$ cat src/rtl/sseg_pkg.sv
// Shared types and constants for the seven-segment frame sequencer.
// A frame is four active-low digit patterns plus a dwell time in clock cycles.
package sseg_pkg;

    localparam int SSEG_DEPTH = 8;
    localparam int DWELL_W    = 27;

    localparam logic [6:0] BLANK = 7'b1111111;

    typedef struct packed {
        logic [3:0][6:0]      dig;
        logic [DWELL_W-1:0]   dwell;
    } frame_t;

    typedef enum logic {
        IDLE = 1'b0,
        SHOW = 1'b1
    } state_t;

    localparam frame_t BLANK_FRAME = '{dig: {4{BLANK}}, dwell: DWELL_W'(1)};

    // Terminal counter value for a dwell; a zero dwell behaves as a one-cycle dwell.
    function automatic logic [DWELL_W-1:0] last_tick(input logic [DWELL_W-1:0] dwell);
        return (dwell == {DWELL_W{1'b0}}) ? {DWELL_W{1'b0}} : dwell - DWELL_W'(1);
    endfunction

endpackage

$ cat src/rtl/sseg_frame_store.sv
// Frame table: DEPTH entries, one synchronous write port and one combinational read port.
// Reads return the pre-write contents during a same-cycle write to the same entry.
module sseg_frame_store
    import sseg_pkg::*;
#(
    parameter  int DEPTH = SSEG_DEPTH,
    localparam int AW    = $clog2(DEPTH)
) (
    input  logic          clk_i,
    input  logic          rst_i,
    input  logic          wr_en_i,
    input  logic [AW-1:0] wr_addr_i,
    input  frame_t        wr_frame_i,
    input  logic [AW-1:0] rd_addr_i,
    output frame_t        rd_frame_o
);

    frame_t r_mem [DEPTH];

    // Table storage: cleared to blank one-cycle frames on reset.
    always_ff @(posedge clk_i) begin
        if (rst_i) begin
            for (int i = 0; i < DEPTH; i++) begin
                r_mem[i] <= BLANK_FRAME;
            end
        end else if (wr_en_i) begin
            r_mem[wr_addr_i] <= wr_frame_i;
        end
    end

    assign rd_frame_o = r_mem[rd_addr_i];

endmodule

$ cat src/rtl/sseg_frame_sequencer.sv
// Plays frames 0..len-1 from the frame table onto the four digit outputs,
// holding each frame for its dwell time, once or looping.
module sseg_frame_sequencer
    import sseg_pkg::*;
#(
    parameter  int DEPTH = SSEG_DEPTH,
    localparam int AW    = $clog2(DEPTH),
    localparam int LW    = $clog2(DEPTH + 1)
) (
    input  logic               clk_i,
    input  logic               rst_i,
    input  logic               wr_en_i,
    input  logic [AW-1:0]      wr_addr_i,
    input  logic [27:0]        wr_seg_i,
    input  logic [DWELL_W-1:0] wr_dwell_i,
    input  logic               start_i,
    input  logic               stop_i,
    input  logic [LW-1:0]      len_i,
    input  logic               loop_i,
    output logic [6:0]         in0_o,
    output logic [6:0]         in1_o,
    output logic [6:0]         in2_o,
    output logic [6:0]         in3_o,
    output logic               busy_o,
    output logic [AW-1:0]      frame_idx_o,
    output logic               done_o
);

    state_t             r_state, w_state_nxt;
    logic [AW-1:0]      r_idx, w_idx_nxt;
    logic [DWELL_W-1:0] r_cnt, w_cnt_nxt;
    logic [DWELL_W-1:0] r_last, w_last_nxt;
    logic [LW-1:0]      r_len, w_len_nxt;
    logic               r_loop, w_loop_nxt;
    logic [3:0][6:0]    r_dig, w_dig_nxt;
    logic               r_done, w_done_nxt;

    frame_t             w_wr_frame;
    frame_t             w_rd_frame;
    logic [AW-1:0]      w_rd_addr;
    logic [LW-1:0]      w_len_eff;
    logic               w_final_frame;
    logic [AW-1:0]      w_idx_inc;

    assign w_wr_frame    = '{dig: wr_seg_i, dwell: wr_dwell_i};
    assign w_len_eff     = (len_i > LW'(DEPTH)) ? LW'(DEPTH) : len_i;
    assign w_final_frame = (LW'(r_idx) == (r_len - LW'(1)));
    assign w_idx_inc     = r_idx + AW'(1);
    // The read port always points at whichever entry would be loaded at the next frame boundary.
    assign w_rd_addr     = ((r_state == SHOW) && !w_final_frame) ? w_idx_inc : {AW{1'b0}};

    sseg_frame_store #(.DEPTH(DEPTH)) u_store (
        .clk_i      (clk_i),
        .rst_i      (rst_i),
        .wr_en_i    (wr_en_i),
        .wr_addr_i  (wr_addr_i),
        .wr_frame_i (w_wr_frame),
        .rd_addr_i  (w_rd_addr),
        .rd_frame_o (w_rd_frame)
    );

    // Next-state and next-output logic for the playback FSM.
    always_comb begin
        w_state_nxt = r_state;
        w_idx_nxt   = r_idx;
        w_cnt_nxt   = r_cnt;
        w_last_nxt  = r_last;
        w_len_nxt   = r_len;
        w_loop_nxt  = r_loop;
        w_dig_nxt   = r_dig;
        w_done_nxt  = 1'b0;
        case (r_state)
            IDLE: begin
                w_dig_nxt = {4{BLANK}};
                if (start_i && (len_i != LW'(0)) && !stop_i) begin
                    w_state_nxt = SHOW;
                    w_len_nxt   = w_len_eff;
                    w_loop_nxt  = loop_i;
                    w_idx_nxt   = {AW{1'b0}};
                    w_cnt_nxt   = {DWELL_W{1'b0}};
                    w_dig_nxt   = w_rd_frame.dig;
                    w_last_nxt  = last_tick(w_rd_frame.dwell);
                end else begin
                    w_idx_nxt   = {AW{1'b0}};
                end
            end
            SHOW: begin
                if (stop_i) begin
                    w_state_nxt = IDLE;
                    w_idx_nxt   = {AW{1'b0}};
                    w_cnt_nxt   = {DWELL_W{1'b0}};
                    w_dig_nxt   = {4{BLANK}};
                end else if (r_cnt == r_last) begin
                    w_cnt_nxt = {DWELL_W{1'b0}};
                    if (!w_final_frame || r_loop) begin
                        // w_rd_addr already selects idx+1, or 0 on wrap.
                        w_idx_nxt  = w_rd_addr;
                        w_dig_nxt  = w_rd_frame.dig;
                        w_last_nxt = last_tick(w_rd_frame.dwell);
                    end else begin
                        w_state_nxt = IDLE;
                        w_idx_nxt   = {AW{1'b0}};
                        w_dig_nxt   = {4{BLANK}};
                        w_done_nxt  = 1'b1;
                    end
                end else begin
                    w_cnt_nxt = r_cnt + DWELL_W'(1);
                end
            end
            default: begin
                w_state_nxt = IDLE;
                w_idx_nxt   = {AW{1'b0}};
                w_cnt_nxt   = {DWELL_W{1'b0}};
                w_dig_nxt   = {4{BLANK}};
            end
        endcase
    end

    // State, counters and output registers.
    always_ff @(posedge clk_i) begin
        if (rst_i) begin
            r_state <= IDLE;
            r_idx   <= {AW{1'b0}};
            r_cnt   <= {DWELL_W{1'b0}};
            r_last  <= {DWELL_W{1'b0}};
            r_len   <= {LW{1'b0}};
            r_loop  <= 1'b0;
            r_dig   <= {4{BLANK}};
            r_done  <= 1'b0;
        end else begin
            r_state <= w_state_nxt;
            r_idx   <= w_idx_nxt;
            r_cnt   <= w_cnt_nxt;
            r_last  <= w_last_nxt;
            r_len   <= w_len_nxt;
            r_loop  <= w_loop_nxt;
            r_dig   <= w_dig_nxt;
            r_done  <= w_done_nxt;
        end
    end

    assign in0_o       = r_dig[0];
    assign in1_o       = r_dig[1];
    assign in2_o       = r_dig[2];
    assign in3_o       = r_dig[3];
    assign busy_o      = (r_state == SHOW);
    assign frame_idx_o = r_idx;
    assign done_o      = r_done;

endmodule

$ cat config.mk
export PLATFORM = sky130hd
export DESIGN_NAME = sseg_frame_sequencer
export DESIGN_NICKNAME = d
export VERILOG_FILES = /design/src/rtl/sseg_pkg.sv /design/src/rtl/sseg_frame_store.sv /design/src/rtl/sseg_frame_sequencer.sv
export SDC_FILE = /design/constraint.sdc
export NUM_CORES = 1
export LEC_CHECK = 0
export CORE_ASPECT_RATIO = 1.1
export CORE_UTILIZATION = 41
export CTS_CLUSTER_SIZE = 40
export DETAILED_ROUTE_END_ITERATION = 8
export PLACE_DENSITY = 0.59
export SLEW_MARGIN = 20
export SYNTH_ARGS = -nofsm -noshare
export SYNTH_HDL_FRONTEND = slang
export SYNTH_SLANG_ARGS = --single-unit
$ cat constraint.sdc
create_clock -name clk_i -period 13.61 [get_ports clk_i]
set_input_delay 2.0415 -clock clk_i [delete_from_list [all_inputs] [get_ports clk_i]]
set_output_delay 2.0415 -clock clk_i [all_outputs]
set_load 0.02 [all_outputs]
# After elaboration in Yosys (flattened, before gate mapping)
# Memory sizes are Yosys's and may differ from the RTL's.
# Cells that the tools add are included.
[totals] inputBits=68 memories=1 regBits=92 ram_bits=440
[classes] bitwise=2 reduce_logical=12 n_addsub=4 muxes=35 eq_ne=7 order_cmp=1
[memory_table] memory="u_store.r_mem" words=8 word_bits=55 read_ports=1 rd_clocked_by_memory_dff=0 wr=8 line_no="sseg_frame_store.sv:18" text="frame_t r_mem [DEPTH];"
[ops] op="$mux 27" n=8
[ops] op="$mux 28" n=4
[ops] op="$pmux 27 s2" n=2
[ops] op="$pmux 28 s2" n=1
[ops] op="$mux 55" n=1
[ops] op="$reduce_or 55->1" n=1
[ops] op="$add 27x1->27 const B" n=1
[ops] op="$eq 27x27->1" n=1
[ops] op="$logic_not 27->1" n=1
[ops] op="$sub 27x1->27 const B" n=1
[ops] op="$mux 3" n=5
[ops] op="$mux 1" n=11
[ops] op="$pmux 3 s2" n=1
[ops] op="$eq 3x4->1" n=1
[ops] op="$gt 4x4->1 const B" n=1
[ops] op="$mux 4" n=1
[ops] op="$ne 2x1->1 const B" n=2
[ops] op="$ne 2x2->1 const B" n=2
[ops] op="$reduce_and 4->1" n=1
[ops] op="$reduce_bool 4->1" n=1
[ops] op="$reduce_or 4->1" n=1
[ops] op="$sub 4x1->4 const B" n=1
[ops] op="$add 3x1->3 const B" n=1
[ops] op="$logic_and 1x1->1" n=3
[ops] op="other kinds (6)" n=8

# Logic depth before layout (Yosys ltp)
# An unclocked memory read counts as a cell.
[depth] ltp_word=12 depth_mapped=22

# Modules after synthesis
# A second synthesis with hierarchy kept.
[hier_totals] cells_unflattened=1689 hier_area_um2=24314.6
[by_module_without_submodules] mod="sseg_frame_store" cells_per_inst=1191 instances=1 area_per_inst_um2=19750.2 seq_area_each_um2=13212.7
[by_module_without_submodules] mod="sseg_frame_sequencer" cells_per_inst=498 instances=1 area_per_inst_um2=4564.4 seq_area_each_um2=1841.8

# Worst setup path before layout
# OpenSTA, ideal clock, no wires.
[synth_timing] path_type="flip-flop to flip-flop" start="reg r_len[0]" end="reg r_last[24]" t_required_ns=13.493 path_slack_ns=8.983 arrival_time_ns=4.510 setup_time_ns=0.117 path_stages_with_launch=21 path_cell_list="dfxtp_1 > inv_1 > ha_1 > xnor2_1 > nor4_4 > a21o_1 > nand2_2 > buf_6 > buf_6 > clkbuf_1 > clkbuf_1 > clkbuf_1 > clkbuf_1 > nand3_1 > a31oi_1 > ha_1 > o211ai_1 > nor4_4 > nand2_1 > o31a_1 > a22o_1"
[synth_between] elab_chain_len=12 word_cells_on_any_way=17
[synth_lines] element="start, declared" line_no="sseg_frame_sequencer.sv:33" text="logic [LW-1:0] r_len, w_len_nxt;"
[synth_lines] element="start signal, assigned" line_no="sseg_frame_sequencer.sv:126" text="r_len <= {LW{1'b0}};"
[synth_lines] element="start signal, assigned" line_no="sseg_frame_sequencer.sv:135" text="r_len <= w_len_nxt;"
[synth_lines] element="$sub 4x1->4 *" line_no="sseg_frame_sequencer.sv:47" text="assign w_final_frame = (LW'(r_idx) == (r_len - LW'(1)));"
[synth_lines] element="$eq 3x4->1 *" line_no="sseg_frame_sequencer.sv:47"
[synth_lines] element="$logic_not 1->1 *" line_no="sseg_frame_sequencer.sv:50, sseg_frame_sequencer.sv:95"
[synth_lines] element="$logic_and 1x1->1" line_no="sseg_frame_sequencer.sv:50" text="assign w_rd_addr = ((r_state == SHOW) && !w_final_frame) ? w_idx_inc : {AW{1'b0}};"
[synth_lines] element="$mux 3" line_no="sseg_frame_sequencer.sv:50"
[synth_lines] element="$mem_v2 8x55"
[synth_lines] element="$sub 27x1->27 / $logic_not 27->1 (equally long branches)" line_no="sseg_pkg.sv:24" text="return (dwell == {DWELL_W{1'b0}}) ? {DWELL_W{1'b0}} : dwell - DWELL_W'(1);"
[synth_lines] element="$mux 27" line_no="sseg_pkg.sv:24"
[synth_lines] element="$mux 27" line_no="sseg_frame_sequencer.sv:95" text="if (!w_final_frame || r_loop) begin"
[synth_lines] element="$mux 27" line_no="sseg_frame_sequencer.sv:93" text="end else if (r_cnt == r_last) begin"
[synth_lines] element="$mux 27" line_no="sseg_frame_sequencer.sv:88" text="if (stop_i) begin"
[synth_lines] element="$pmux 27 s2" line_no="sseg_frame_sequencer.sv:72" text="case (r_state)"
[synth_lines] element="end signal, assigned" line_no="sseg_frame_sequencer.sv:125" text="r_last <= {DWELL_W{1'b0}};"
[synth_lines] element="end signal, assigned" line_no="sseg_frame_sequencer.sv:134" text="r_last <= w_last_nxt;"
[synth_lines] element="end, declared" line_no="sseg_frame_sequencer.sv:32" text="logic [DWELL_W-1:0] r_last, w_last_nxt;"
# Mark *: on every way between the ends. The rest lies on a longest branch, timed or not. The select of a mux whose other input is x is not followed.
# A chain may end at the register's enable or synchronous reset.

# Worst setup path after layout
[layout_timing] start="reg r_idx[0] (netlist: frame_idx_o[0])" end="reg r_last[24]"
[layout_between] elab_chain_len=11 word_cells_on_any_way=17
[layout_lines] element="start, declared" line_no="sseg_frame_sequencer.sv:30" text="logic [AW-1:0] r_idx, w_idx_nxt;"
[layout_lines] element="start signal, assigned" line_no="sseg_frame_sequencer.sv:123" text="r_idx <= {AW{1'b0}};"
[layout_lines] element="start signal, assigned" line_no="sseg_frame_sequencer.sv:132" text="r_idx <= w_idx_nxt;"
[layout_lines] element="parallel branches: the longest is 11 deep, another holds $mem_v2 8x55"
# Parallel ways; which one is timed is not known. The select of a mux whose other input is x is not followed.

==> results.txt <==
----------------------------------------------------
[Cells and area]
  Layout-stage area growth over the synthesis result ... 13.7%
  Count of fill cells added during filler insertion ... 5341
  Net count of the finished layout ... 2247
  Fraction of layout cells with a size suffix above 1 ... under 10%
  # diodes ... 0

[GRT]
  Grt met1 use ... between 20 and 30%
  Largest net degree at the start of global routing ... 176
  Grt total ovfl ... 0
  Met3 layer usage reported by global route ... 3.73%
  GRT Total Usage ... 23.0%
  Number of global-route vias before repair ... 17500
  GR met2 Demand/Resource ... 39.3%
  Global-route wire length before repair ... 108000 um
  Number of antenna violations at the first check in global routing ... 4
  Layer with the highest usage ... met2

[Power]
  Switching pwr ... 0.885 mW
  Final Total Pwr ... approximately 3.7 mW
  Standby leakage power ... 9.52 nW
  Cell Pwr Density ... 130 nW/um^2
  Peak supply drop ... 0.107 mV
  Sw frac ... 24.2%
  Sequential cell fraction of total power ... 51.8%
  Cell internal pwr ... roughly 2.8 mW
  Clock group share of total power ... 40.4%
  Combinational share of power ... about 7.8%

[Synth]
  Netlist area before placement ... approximately 25000 um^2
  Top_reg_cell synth ... sky130_fd_sc_hd__edfxtp_1
  Warnings, synthesis ... 0
  Number of nets produced by synthesis ... 2227
  Mapped Cells ... about 2200
  Post-synth EDFFs ... 440
  Register bit count reported by yosys ... 532
  Number of distinct library cells after synthesis ... 78
  Sequential fraction of the synthesis area ... roughly 60%
  Synthesized area divided by synthesized cell count ... 11.5 um^2
  Asr flop ratio synth ... 0%

[Floorplanning]
  Initial core utilization ... roughly two fifths
  Y dimension of the die ... 260 um
  Area of the die ... approximately 62000 um^2
  Count of standard-cell rows ... 94
  Number of ports placed on the die boundary ... 101
  Core Area ... approximately 60000 um^2
  Die width ... 237 um

[STA]
  Fin crit share ... 44.5%
  Final critical-path setup slack ... 7.55 ns
  Hold violation total from the final report ... 0
  RSZ-0062 raised after global routing ... no
  Slew at the pin with the worst max-slew slack ... 1.02 ns
  Final period demand of the worst path ... 6.06 ns
  Slew HR ... between 30% and 40%
  Post-Route Setup TNS ... 0 ns
  Max Clk Rate ... about 170 MHz
  Final setup violation count ... 0
  Maximum clock skew at final layout ... 0.0315 ns
  Count of pins over their slew limit ... 0

[CTS]
  Later-pin clock latency in the skew report ... 0.64 ns
  Max clock buf depth ... 3
  Clock buffer count from CTS ... 56
  Number of sinks driven by the clock tree ... between 500 and 600
  Clock edge transition at the registers on the reported setup and hold paths ... 0.06 ns
  TritonCTS clock tree ... built
  CTS H-Tree Depth ... 2
  Cells resized by post-CTS repair ... 0
  Cell at the root of the clock tree ... sky130_fd_sc_hd__clkbuf_16
  Setup fix buffers added after clock tree synthesis ... 0
  Hold-fix buffers, CTS ... 0

[Route]
  Number of routed nets with antenna violations ... 0
  Total iterations of the first detailed-routing run ... 5
  Post-Route WL ... ~70000 um
  Detailed-route DRC error count ... 0
  Via/cell ratio ... 5.86
  Via count of the routed design ... 17500
  Wire length per cell ... roughly 24 um
  Initial drt markers ... 1814

[Worst setup path]
  CP max-delay cell ... sky130_fd_sc_hd__dfxtp_1
  Highest cell delay on the worst timing path ... 0.79 ns
  Critical setup path kind ... register to register
  Required time of the worst setup path ... 14.13 ns
  CP endpoint kind ... register
  Worst reg2reg path startpoint ... frame_idx_o[0]
  Max FO, Critical Path ... 70
  Critical Path Source Type ... register
  Endpoint arrival time on the critical path ... between 6 and 7 ns
  Critical-path cell list ... xnor2_1 > nor4_4 > a21o_1 > nand2_4 > buf_4 > mux2i_1 > o311ai_1 > o211ai_1 > nor4_4 > nand2_1 > o31a_1 > a22o_1
  Crit. Startpoint ... frame_idx_o[0]
  Count of cells along the worst register-to-register path ... 12
  Crit path top cell by count ... sky130_fd_sc_hd__nor4_4

[Outcome]
  Run status ... finished, final reports clean

[Placed design]
  GP Congestion ... 0.868
  HPWL after DPL ... 40800 um
  Number of buffer cells added on primary ports ... 100
  Setup Slack @ Placement ... 7.61 ns

[Min path]
  Worst hold path class ... register to register
  Worst Hold Depth ... 2
  Startpoint of the tightest hold check path ... r_last[5]

[Job]
  Max-Cap Viols ... 0

----------------------------------------------------
[metrics by stage]
stage	area, um^2	hold WS (ns)	util, %	cells
after global routing	28200	0.510	47.1	2989
after detailed placement	26500	0.471	44.2	2884
after global placement	26400	0.473	44.2	2884
final	28200	0.476	47.1	2989
after floorplan	24800	0.436	-	2154
after CTS	28200	0.480	47.1	2989
[area by class of cell]
| cell class | count | area [um^2] | share of cell area, % |
|---|---|---|---|
| flip-flops and latches | 532 | 15100 | 53.4 |
| multi-input cells | 1445 | 9170 | 32.5 |
| clock buffers | 76 | 1510 | 5.34 |
| repair buffers | 134 | 1260 | 4.48 |
| well taps | 768 | 961 | 3.41 |
| clock inverters | 29 | 246 | 0.874 |
| inverters | 5 | 18.8 | 0.0665 |
[logic make-up after synthesis]
kind of cell / synth area share [%]
adder cells (fa/ha/maj): 0.252
XOR/XNOR: 2.71
flip-flops: 60.6
buffers and inverters: 2.84
multiplexers: 1.75
AO/OA/AOI/OAI: 10.2
AND/OR/NAND/NOR: 21.6
[state kept, by name, indices dropped and copies added, names as in the netlist]
| name | flops |
|---|---|
| done_o | 1 |
| in1_o | 7 |
| in0_o | 7 |
| r_loop | 1 |
| r_cnt | 27 |
| in2_o | 7 |
| frame_idx_o | 3 |
| busy_o | 1 |
| in3_o | 7 |
| u_store.r_mem | 440 |
| r_last | 27 |
| r_len | 4 |
[synth_stat cells (all sizes together) (5+ instances only)]
master    n  area (um^2)
edfxtp  440        13200
nand2   239          900
and2    210         1310
or3     184         1150
clkbuf  139          522
nand2b   97          607
dfxtp    92         1840
nor2     73          274
a21oi    65          325
o221ai   61          534
nand3    54          270
and3     49          307
o21ai    41          213
xor2     41          359
a311oi   33          295
buf      33          164
xnor2    33          289
mux2i    31          310
o32ai    28          245
a22o     23          201
a31oi    15         93.8
nand4    14         87.6
o22ai    13         81.3
or2      11         68.8
nor3     10         55.1
nor4     10         98.8
a211oi    9         67.6
mux2      9          101
nor2b     9         56.3
a22oi     8         60.1
nor3b     6         45.0
a211o     5         43.8
ha        5         62.6
inv       5         18.8
[layer usage]
| metal | routed length [um] | part of all wire, % |
|---|---|---|
| met1 | 30200 | 42 |
| met2 | 34600 | 49 |
| met3 | 4520 | 6.3 |
| met4 | 1860 | 2.6 |
| met5 | 9 | 0.013 |
[power by group through the flow]
stage          combinational [mW]  clock, mW  sequential [mW]
6_report                    0.285       1.48             1.90
5_1_grt                     0.307       1.56             1.90
4_1_cts                     0.286       1.50             1.89
3_5_place_dp                0.286          0             1.93
3_3_place_gp                0.282          0             1.93
2_1_floorplan               0.158          0             1.92
[worst max-delay path, delay by kind of cell, from the launching register on]
family / cells / cell delay, ns
XOR/XNOR: 1 / 0.30
AND/OR/NAND/NOR: 4 / 1.76
AO/OA/AOI/OAI: 5 / 2.22
flip-flops: 1 / 0.79
buffers and inverters: 1 / 0.59
multiplexers: 1 / 0.23
[path summary, 6_finish.rpt]
kind                end  slack (ns)
min reg2reg   r_last[5]        0.48
min           r_last[5]        0.48
max          r_last[24]        7.55
max reg2reg  r_last[24]        7.55
[cell usage in the layout (no fill, tap or decap), drive strengths merged, types with 6 or more instances in the layout]
cell,instances
o32ai,28
a22o,23
or3,184
or2,11
edfxtp,440
o21ai,41
o22ai,13
nand4,14
a211oi,9
nor4,10
a22oi,8
nor2b,9
xnor2,33
buf,35
a31oi,15
nor3,10
nand3,54
and2,210
clkinv,21
nor3b,6
inv,7
mux2i,31
nand2,239
a311oi,33
mux2,9
a21oi,65
clkbuf,76
dfxtp,92
xor2,41
nor2,73
and3,49
nand2b,97
o221ai,61
clkdlybuf4s50,99
(Power assumes the default switching activity.)
